`src/rtl/pes_ctrl_pkg.sv`:
```
`default_nettype none
// ============================================================================
// Module      : pes_ctrl_pkg
// Description : Shared constants for the pes_ripco_ctrl sequencer: the FSM
//               state encoding and the default counter width.
// Revision    : 1.0 - initial release
// ============================================================================
package pes_ctrl_pkg;

    // Default width of the period and the count
    localparam int c_DEFAULT_WIDTH = 8;

    // Sequencer state encoding; the unused code 2'b11 recovers to IDLE
    localparam logic [1:0] c_IDLE = 2'b00;
    localparam logic [1:0] c_RUN  = 2'b01;
    localparam logic [1:0] c_DONE = 2'b10;

endpackage : pes_ctrl_pkg
`default_nettype wire

```
`src/rtl/pes_cnt_core.sv`:
```
`default_nettype none
// ============================================================================
// Module      : pes_cnt_core
// Description : WIDTH-bit synchronous counter with clear/enable and a terminal
//               compare against the latched period (term = count == period-1).
// Revision    : 1.0 - initial release
// ============================================================================
module pes_cnt_core
    import pes_ctrl_pkg::*;
#(
    parameter int WIDTH = c_DEFAULT_WIDTH
) (
    input  logic             clk,
    input  logic             reset,
    input  logic             clr,
    input  logic             en,
    input  logic [WIDTH-1:0] period_q,
    output logic [WIDTH-1:0] count,
    output logic             term
);

    logic [WIDTH-1:0] r_count;

    // Count register: clear wins over enable, enable advances by one
    always_ff @(posedge clk) begin
        if (reset) begin
            r_count <= '0;
        end else if (clr) begin
            r_count <= '0;
        end else if (en) begin
            r_count <= r_count + WIDTH'(1);
        end
    end

    assign count = r_count;
    // Period is never 0 while counting, so period-1 cannot underflow in use
    assign term  = (r_count == (period_q - WIDTH'(1)));

endmodule : pes_cnt_core
`default_nettype wire

```
`src/rtl/pes_ripco_ctrl.sv`:
```
`default_nettype none
// ============================================================================
// Module      : pes_ripco_ctrl
// Description : Synchronous period sequencer. Loads a period on start, counts
//               on the main clock, emits a one-cycle terminal tick and, in
//               one-shot mode, reports completion with a done/ack handshake.
// Revision    : 1.0 - initial release
// ============================================================================
module pes_ripco_ctrl
    import pes_ctrl_pkg::*;
#(
    parameter int WIDTH = c_DEFAULT_WIDTH
) (
    input  logic             clk,
    input  logic             reset,
    input  logic             start,
    input  logic             stop,
    input  logic             mode_periodic,
    input  logic [WIDTH-1:0] period,
    input  logic             ack,
    output logic             busy,
    output logic [WIDTH-1:0] count,
    output logic             tick,
    output logic             done,
    output logic             err
);

    logic [1:0]       r_state;
    logic [WIDTH-1:0] r_period_q;
    logic             r_mode_q;
    logic             r_busy;
    logic             r_done;
    logic             r_err;

    logic             w_run;
    logic             w_term;
    logic             w_cnt_clr;
    logic             w_cnt_en;

    // Counting only happens in RUN; every other state holds the count at 0.
    // In RUN the terminal cycle clears (wrap or completion), as does stop.
    assign w_run     = (r_state == c_RUN);
    assign w_cnt_clr = ~w_run | stop | w_term;
    assign w_cnt_en  = w_run;

    pes_cnt_core #(
        .WIDTH    (WIDTH)
    ) u_cnt_core (
        .clk      (clk),
        .reset    (reset),
        .clr      (w_cnt_clr),
        .en       (w_cnt_en),
        .period_q (r_period_q),
        .count    (count),
        .term     (w_term)
    );

    // Sequencer FSM with registered busy/done/err and the start-time latches
    always_ff @(posedge clk) begin
        if (reset) begin
            r_state    <= c_IDLE;
            r_period_q <= '0;
            r_mode_q   <= 1'b0;
            r_busy     <= 1'b0;
            r_done     <= 1'b0;
            r_err      <= 1'b0;
        end else begin
            r_err <= 1'b0;
            case (r_state)
                c_IDLE: begin
                    if (start) begin
                        if (period != '0) begin
                            r_period_q <= period;
                            r_mode_q   <= mode_periodic;
                            r_state    <= c_RUN;
                            r_busy     <= 1'b1;
                        end else begin
                            r_err      <= 1'b1;
                        end
                    end
                end
                c_RUN: begin
                    // stop outranks the terminal transition
                    if (stop) begin
                        r_state <= c_IDLE;
                        r_busy  <= 1'b0;
                    end else if (w_term && !r_mode_q) begin
                        r_state <= c_DONE;
                        r_busy  <= 1'b0;
                        r_done  <= 1'b1;
                    end
                end
                c_DONE: begin
                    if (ack) begin
                        r_state <= c_IDLE;
                        r_done  <= 1'b0;
                    end
                end
                default: begin
                    r_state <= c_IDLE;
                    r_busy  <= 1'b0;
                    r_done  <= 1'b0;
                end
            endcase
        end
    end

    assign busy = r_busy;
    assign done = r_done;
    assign err  = r_err;
    assign tick = w_run & w_term;

endmodule : pes_ripco_ctrl
`default_nettype wire
```
`config.mk`:
```
export PLATFORM = sky130hd
export DESIGN_NAME = pes_ripco_ctrl
export DESIGN_NICKNAME = d
export VERILOG_FILES = /design/src/rtl/pes_ctrl_pkg.sv /design/src/rtl/pes_cnt_core.sv /design/src/rtl/pes_ripco_ctrl.sv
export SDC_FILE = /design/constraint.sdc
export NUM_CORES = 1
export LEC_CHECK = 0
export BUFFER_PORTS_ARGS = -buffer_cell sky130_fd_sc_hd__buf_2
export CORE_AREA = 5 5 57 54
export DETAILED_ROUTE_END_ITERATION = 8
export DIE_AREA = 0 0 62 59
export GPL_ROUTABILITY_DRIVEN = 0
export GPL_TIMING_DRIVEN = 0
export HOLD_SLACK_MARGIN = 0.06
export MAX_ROUTING_LAYER = met4
export PLACE_DENSITY = 0.77
export SLEW_MARGIN = 30
export SYNTH_ARGS = -nofsm -noshare
export SYNTH_HDL_FRONTEND = slang
export SYNTH_SLANG_ARGS = --single-unit
```
`constraint.sdc`:
```
create_clock -name clk -period 2.5 [get_ports clk]
set_input_delay 0.25 -clock clk [delete_from_list [all_inputs] [get_ports clk]]
set_output_delay 0.25 -clock clk [all_outputs]
set_load 0.01 [all_outputs]
```
# Word level (Yosys, flattened, before mapping)
# Index checks and enable logic that the tools add are counted.
# op_classes
add_sub_neg,2
eq_ne,9
muxes,16
bitwise,7
n_reduce_logical,10
# op_table
operator,n
$reduce_and 4->1,3
$mux 2,5
$add 8x1->8 const B,1
$eq 8x8->1,1
$mux 1,8
$ne 2x2->1 const B,4
$reduce_bool 8->1,1
$sub 8x1->8 const B,1
$pmux 1 s3,2
$pmux 2 s3,1
$not 1->1,4
$ne 3x2->1 const B,1
$reduce_and 3->1,1
$reduce_or 3->1,1
$eq 2x1->1 const B,1
$eq 2x2->1 const B,1
$logic_not 2->1,1
$ne 2x1->1 const B,1
$or 1x1->1,2
$reduce_or 2->1,1
$and 1x1->1,1
$logic_and 1x1->1,1
$logic_not 1->1,1
# totals
regBits,22
in_bits,14
output_inout_bits,12
word_cells,51

# Logic depth before layout (Yosys ltp)
# Gate-level depths: netlist of run 1.
# depth
ltp_word,6
ltp_mapped,8
depth_no_buf,7

# Modules after synthesis
# From an unflattened synthesis of run 1, not the netlist that was laid out.
# hier_totals
hier_cells,142
hier_area_um2,1226.2
# by_module_without_submodules
mod,instances,cells_per_inst,area_per_inst_um2,seq_area_each_um2
pes_ripco_ctrl,1,71,638.1,280.3
pes_cnt_core,1,71,588.1,160.2

# Worst setup path after synthesis of run 1
# Ideal clock, no wire load.
# synth_timing
kind,register -> output
startpoint,register r_period_q[0]
endpoint,output tick
t_arrival_ps,2010
required_ps,2250
path_slack_ps,240
path_stages_with_launch,6
n_path_buf,0
cell_sequence,dfxtp_1 > or4_4 > o21a_1 > o41a_1 > a211oi_2 > nor2b_1
# synth_between
elab_chain_cells,3
# synth_lines
item,line_no,source
"start, declared",pes_ripco_ctrl.sv:29,logic [WIDTH-1:0] r_period_q;
"start signal, assigned",pes_ripco_ctrl.sv:73,r_period_q <= period;
$sub 8x1->8,pes_cnt_core.sv:37,assign term = (r_count == (period_q - WIDTH'(1)));
$eq 8x8->1,pes_cnt_core.sv:37,
$and 1x1->1,pes_ripco_ctrl.sv:111,assign tick = w_run & w_term;
"end, declared",pes_ripco_ctrl.sv:23,"output logic tick,"
# No other way between the ends.

# Worst setup path after layout of run 1
# Ends and elaborated chain as after synthesis.

==> key figures, run 1 <==
STA
  • Worst Max-Slew Pin Slew: about 830 ps
  • Max Clock Freq: ~390 MHz
  • Endpoints failing setup: 1
  • Clk_skew: 5.26 ps
  • TNS Setup: -62.0 ps
  • Final Hold Fails: 0
  • Max_slew headroom: 0.441
  • Final worst slack: -62.0 ps
  • Slew Limit Fails: 0
  • Clock period minus final worst setup slack: 2560 ps
  • RSZ-0062 raised after global routing: yes
  • Period utilization: 1.02

Clock tree
  • H-tree Lvls: 1
  • CTS tree: yes
  • Num CTS Buffers: 3
  • Clock sinks: 22
  • Clk slew on worst S/H paths: 130 ps
  • Clock root cell: clkbuf_4
  • Clock Tree Buf Depth: 2
  • Worst-Skew Late Latency: ~320 ps
  • Cts-stage hold buffer count: 0

Synthesis
  • Synth Area per Inst: around 8.9 um^2
  • Synth area leader: dfxtp_1
  • Number of synthesized register bits: 22
  • Synth top area share: 0.387
  • Synthesized area: 0.00114 mm^2
  • Synth Warn #: 0
  • Synth cell types: 37
  • Syn nets: 144
  • Post-Syn Instances: 128
  • Seq/Total Area, Yosys: 0.387
  • Top post-synthesis cells by area: dfxtp_1, mux2i_1, xnor2_1, xor2_1, nor2_1

Setup path
  • Critical-path cell list: or4_4 > o21a_1 > o41a_1 > a211oi_4 > nor2b_1 > buf_2
  • Crit. End Element: output pin
  • Buf/Inv on CP: 1
  • CP Class: flip-flop to output pin
  • CP required: ~2300 ps
  • Slowest-stage cell, CP: or4_4
  • Crit path from: r_period_q[0]
  • CP startpoint kind: flip-flop
  • RR Startpoint: r_period_q[0]
  • Biggest cell delay along the critical path: around 520 ps
  • Crit path max-delay family: compound AO/OA/AOI/OAI gates
  • CP Max Fanout: 2
  • Critical path arrival: 2310 ps

Finish
  • Ant diodes: 0
  • Fraction of layout cells with a size suffix above 1: 0.239
  • Leading cell type in the layout, fill and taps excluded: buf_2
  • Final core occ: 0.572
  • Most frequent cells in the layout: buf_2, dfxtp_1, nor2_1
  • Layout Nets: 176
  • Synthesis-to-layout area growth: 19.8%
  • Fillers: 225
  • FF+latch area: 447 um^2
  • Area of the multi-input gates: 663 um^2
  • Final instance area: 0.00136 mm^2

Place
  • Post-DP HPWL: 2130 um
  • Placed cell area: about 0.0013 mm^2
  • Port Buffers: 25

Route
  • Post-Route WL: 2910 um
  • Vias: 1057
  • WL per Instance: around 16 um
  • First-pass DRT Iterations: 4
  • Detail Route Antenna Nets: 0
  • DRC Markers: 0
  • Via/cell ratio: 5.65
  • DRT iter0 DRCs: 40

Die
  • Die ar.: about 0.0037 mm^2
  • IO Count: 26
  • Total core area: 0.00238 mm^2
  • Starting Density: 0.477
  • Chip Width: 62 um
  • Die H: about 59 um
  • Row count: 17

Global route
  • GR Util All Layers: 0.182
  • Total global routing overflow: 0
  • Vias in the first global route: about 1.1k
  • First-pass GRT wire length: 4890 um
  • Initial antenna violation count: 0
  • Largest net degree at the start of global routing: 13

Min path
  • Path type of the worst min-delay path: input port to flip-flop
  • Hold_sp: period[0]

Pwr
  • Peak supply drop: 0.000322 V
  • Lkg Pwr: ~0.57 nW
  • Total chip power: 0.000709 W
  • PwrDens: 520 mW/mm^2

Run
  • Max-Cap Viols: 0

Run status
  • Outcome: complete, but fails checks
  • Failing checks: setup timing
[where the power goes]
group | switching (W) | internal, W
logic | 0.0000632 | 0.0000552
registers | 0.0000192 | 0.000366
clock network | 0.000117 | 0.0000892
total | 0.000199 | 0.000510
[path summary, 6_finish.rpt]
| path | depth (start not counted) | endpoint | slack [ps] |
|---|---|---|---|
| worst max-delay path | 6 | tick | -60 |
| worst max register to register | 7 | r_state[0] | 290 |
| worst min-delay path | 2 | r_period_q[0] | 160 |
| worst min register to register | 2 | done | 490 |
[cell families after synthesis]
group / after synthesis / synth area share
simple gates: 53 / 0.241
flops: 22 / 0.387
compound gates: 20 / 0.136
xor+xnor: 15 / 0.116
buf+inv: 9 / 0.0363
mux: 7 / 0.0616
fa+ha+maj: 2 / 0.0220
[layer usage]
layer | vias to the layer above | wire length [um] | global-route usage
met3 | 5 | 124 | 0.0392
met5 | - | 0 | -
met1 | 500 | 1310 | 0.234
met2 | 26 | 1440 | 0.283
met4 | 0 | 25 | 0.0545
li1 | 526 | - | -
[synth_stat cells]
cell type / n
dfxtp_1: 22
nor2_1: 16
nor3_1: 10
xnor2_1: 8
mux2i_1: 7
xor2_1: 7
nand2_1: 6
inv_1: 5
nor4_1: 5
o21ai_0: 5
nand4_1: 4
and3_1: 3
a21oi_1: 2
a22o_1: 2
clkbuf_1: 2
ha_1: 2
nor2b_1: 2
a211o_1: 1
a211oi_2: 1
a311oi_1: 1
a31oi_1: 1
a32o_1: 1
a32oi_1: 1
and4_1: 1
buf_1: 1
buf_6: 1
nand2b_1: 1
nand3_1: 1
nor3b_1: 1
nor4b_1: 1
o211ai_1: 1
o21a_1: 1
o22ai_1: 1
o2bb2ai_2: 1
o41a_1: 1
or3_1: 1
or4_4: 1
[flip-flops by register name, summed over array words and instances (netlist names)]
signal            flops
r_state               2
err                   1
u_cnt_core.count      8
done                  1
r_mode_q              1
r_period_q            8
busy                  1
[timing repair]
| action | 4_1_cts | 5_1_grt |
|---|---|---|
| pin swaps | 2 | 0 |
| buffers inserted | 2 | 0 |
| setup endpoints to repair | 1 | 1 |
| gates resized for setup | 5 | 0 |
[stage by stage]
stage	setup slack, ps	hold WS, ps	instances
global route	-152	156	187
floorplan	240	383	128
CTS	-38.4	151	187
detailed placement	40.6	474	181
global placement	45.2	467	181
finish	-62.0	158	187
[area by class of cell]
| class | count | area share |
|---|---|---|
| plain buffers | 4 | 0.0165 |
| clock buffers | 4 | 0.0266 |
| inverters | 5 | 0.0138 |
| multi-input cells | 97 | 0.487 |
| flip-flops and latches | 22 | 0.328 |
| well taps | 28 | 0.0257 |
| repair buffers | 27 | 0.103 |
No activity file was read; power rests on OpenSTA's default activity.
==> run 2: changes to the inputs <==
REMOVE_ABC_BUFFERS = 1   (was unset)
==> key figures, run 2 (same netlist as run 1, synthesis figures left out) <==
Pwr
  • Lkg Pwr: 0.565 nW (-1.1%)
  • Peak supply drop: 0.000308 V (-4.4%)
  • PwrDens: 492 mW/mm^2 (-5.4%)

Run
  • Max-Cap Viols: 0 (unchanged)

Route
  • WL per Instance: 14.5 um (-6.7%)
  • DRC Markers: 0 (unchanged)
  • First-pass DRT Iterations: 4 (unchanged)
  • Vias: 1052 (-0.47%)
  • Via/cell ratio: 5.72 (+1.1%)
  • Post-Route WL: 2670 um (-8.2%)
  • Detail Route Antenna Nets: 0 (unchanged)
  • DRT iter0 DRCs: 26 (-35%)

STA
  • Max Clock Freq: 385 MHz (-1.3%)
  • Endpoints failing setup: 1 (unchanged)
  • Clock period minus final worst setup slack: 2590 ps (+32.9 ps)
  • Worst Max-Slew Pin Slew: 831 ps (-3.54 ps)
  • Max_slew headroom: 0.444 (+0.00237)
  • Clk_skew: 2.36 ps (-2.90 ps)
  • Final Hold Fails: 0 (unchanged)
  • Slew Limit Fails: 0 (unchanged)
  • Period utilization: 1.04 (+0.0132)
  • RSZ-0062 raised after global routing: yes
  • Final worst slack: -94.9 ps (-32.9 ps)

Setup path
  • Buf/Inv on CP: 1 (unchanged)
  • Crit path max-delay family: compound AO/OA/AOI/OAI gates
  • RR Endpoint: r_state[0]
  • Critical path arrival: 2340 ps (+30 ps)
  • RR Startpoint: r_period_q[1]
  • Worst R2R Path Depth: 7 (unchanged)
  • Reg2reg setup slack: 240 ps (-50 ps)
  • Biggest cell delay along the critical path: 530 ps (about the same)
  • CP Class: flip-flop to output pin
  • Critical-path cell list: or4_4 > o21a_1 > o41a_1 > a211oi_4 > nor2b_2 > buf_2
  • CP startpoint kind: flip-flop
  • Crit path from: r_period_q[1]
  • Crit. End Element: output pin
  • Slowest-stage cell, CP: or4_4
  • CP Max Fanout: 3 (+1)
  • CP required: 2250 ps (about the same)

Finish
  • Most frequent cells in the layout: buf_2, dfxtp_1, nor2_1
  • Final core occ: 0.564 (-0.00788)
  • Fillers: 233 (+3.6%)
  • Post-route non-filler standard cell count: 184 (-1.6%)
  • Final instance area: 0.00134 mm^2 (-1.4%)
  • Ant diodes: 0 (unchanged)
  • Layout Nets: 174 (-1.1%)
  • Fraction of layout cells with a size suffix above 1: 0.250 (+0.0110)
  • Synthesis-to-layout area growth: 18.2%
  • Leading cell type in the layout, fill and taps excluded: buf_2

Run status
  • Outcome: complete, but fails checks
  • Failing checks: setup timing

Clock tree
  • H-tree Lvls: 1 (unchanged)
  • Clock root cell: clkbuf_4
  • Clock Tree Buf Depth: 2 (unchanged)
  • Worst-Skew Late Latency: 300 ps (-20 ps)
  • Clk slew on worst S/H paths: 120 ps (about the same)
  • CTS tree: yes
  • Clock sinks: 22 (unchanged)
  • Cts-stage hold buffer count: 0 (unchanged)
  • Num CTS Buffers: 3 (unchanged)

Die
  • Starting Density: 0.477 (unchanged)
  • IO Count: 26 (unchanged)
  • Row count: 17 (unchanged)
  • Chip Width: 62 um (unchanged)
  • Die H: 59 um (unchanged)
  • Die ar.: 0.00366 mm^2 (unchanged)
  • Total core area: 0.00238 mm^2 (unchanged)

Global route
  • GR Util All Layers: 0.162 (-0.0198)
  • Largest net degree at the start of global routing: 16 (+3)
  • Initial antenna violation count: 0 (unchanged)
  • Vias in the first global route: 969 (-10%)
  • First-pass GRT wire length: 4420 um (-9.6%)
  • Total global routing overflow: 0 (unchanged)

Min path
  • Path type of the worst min-delay path: input port to flip-flop
  • Hold Crit Depth: 2 (unchanged)
  • Hold_sp: period[7]
  • Hold endpoint: r_period_q[7]

Place
  • Post-DP HPWL: 1930 um (-9.1%)
  • Placed cell area: 0.00127 mm^2 (-1.7%)
  • Port Buffers: 25 (unchanged)
  • Inst Count DP: 177 (-2.2%)
## run 2: cell types whose count changed in the layout (fill, tap and decap cells not counted)
| cell | change |
|---|---|
| buf_4 | +2 |
| clkbuf_1 | -2 |
| buf_1 | -1 |
| buf_6 | -1 |
| clkbuf_8 | -1 |
| nor2b_1 | -1 |
| nor2b_2 | +1 |
## run 2: report_power, final
group / total [W] / internal, W / switching [W]
logic: 0.000119 / 0.0000556 / 0.0000631
clock network: 0.000159 / 0.0000563 / 0.000103
registers: 0.000383 / 0.000365 / 0.0000177
total: 0.000661 / 0.000477 / 0.000184
## run 2: worst max path at each step
stage                       to  cells after the start
final                     tick                      6
after global routing      tick                      6
after CTS                 tick                      6
after detailed placement  tick                      6
after global placement    tick                      6
after floorplan           tick                      5
## run 2: routing by layer
metal	wire length (um)	global-route usage	up-vias
li1	-	-	522
met1	1190	0.211	498
met2	1300	0.254	28
met3	133	0.0261	4
met4	44	0.0485	0
met5	0	-	-
## run 2: metrics by stage
step                setup TNS [ps]  hold slack [ps]  power (W)  setup WS (ps)
finish                       -94.9              170   0.000661          -94.9
global route                  -183              154   0.000695           -183
CTS                          -90.1              163   0.000662          -90.1
detailed placement            -902              473   0.000500           -357
global placement              -914              465   0.000495           -355
floorplan                    -51.4              322   0.000464          -51.4
## run 2: timing repair
item	4_1_cts	5_1_grt
endpoints found under the setup margin	13	1
gates resized for setup	4	2
pin swaps	2	4
buffers inserted	3	1
endpoints found under the hold margin	0	0
## run 2: final cells by class
| type | count | area (um^2) | share of cell area |
|---|---|---|---|
| clock buffers | 3 | 22.5 | 0.0168 |
| inverters | 5 | 18.8 | 0.0140 |
| multi-input cells | 97 | 666 | 0.495 |
| flip-flops and latches | 22 | 447 | 0.332 |
| well taps | 28 | 35.0 | 0.0261 |
| repair buffers | 29 | 155 | 0.115 |
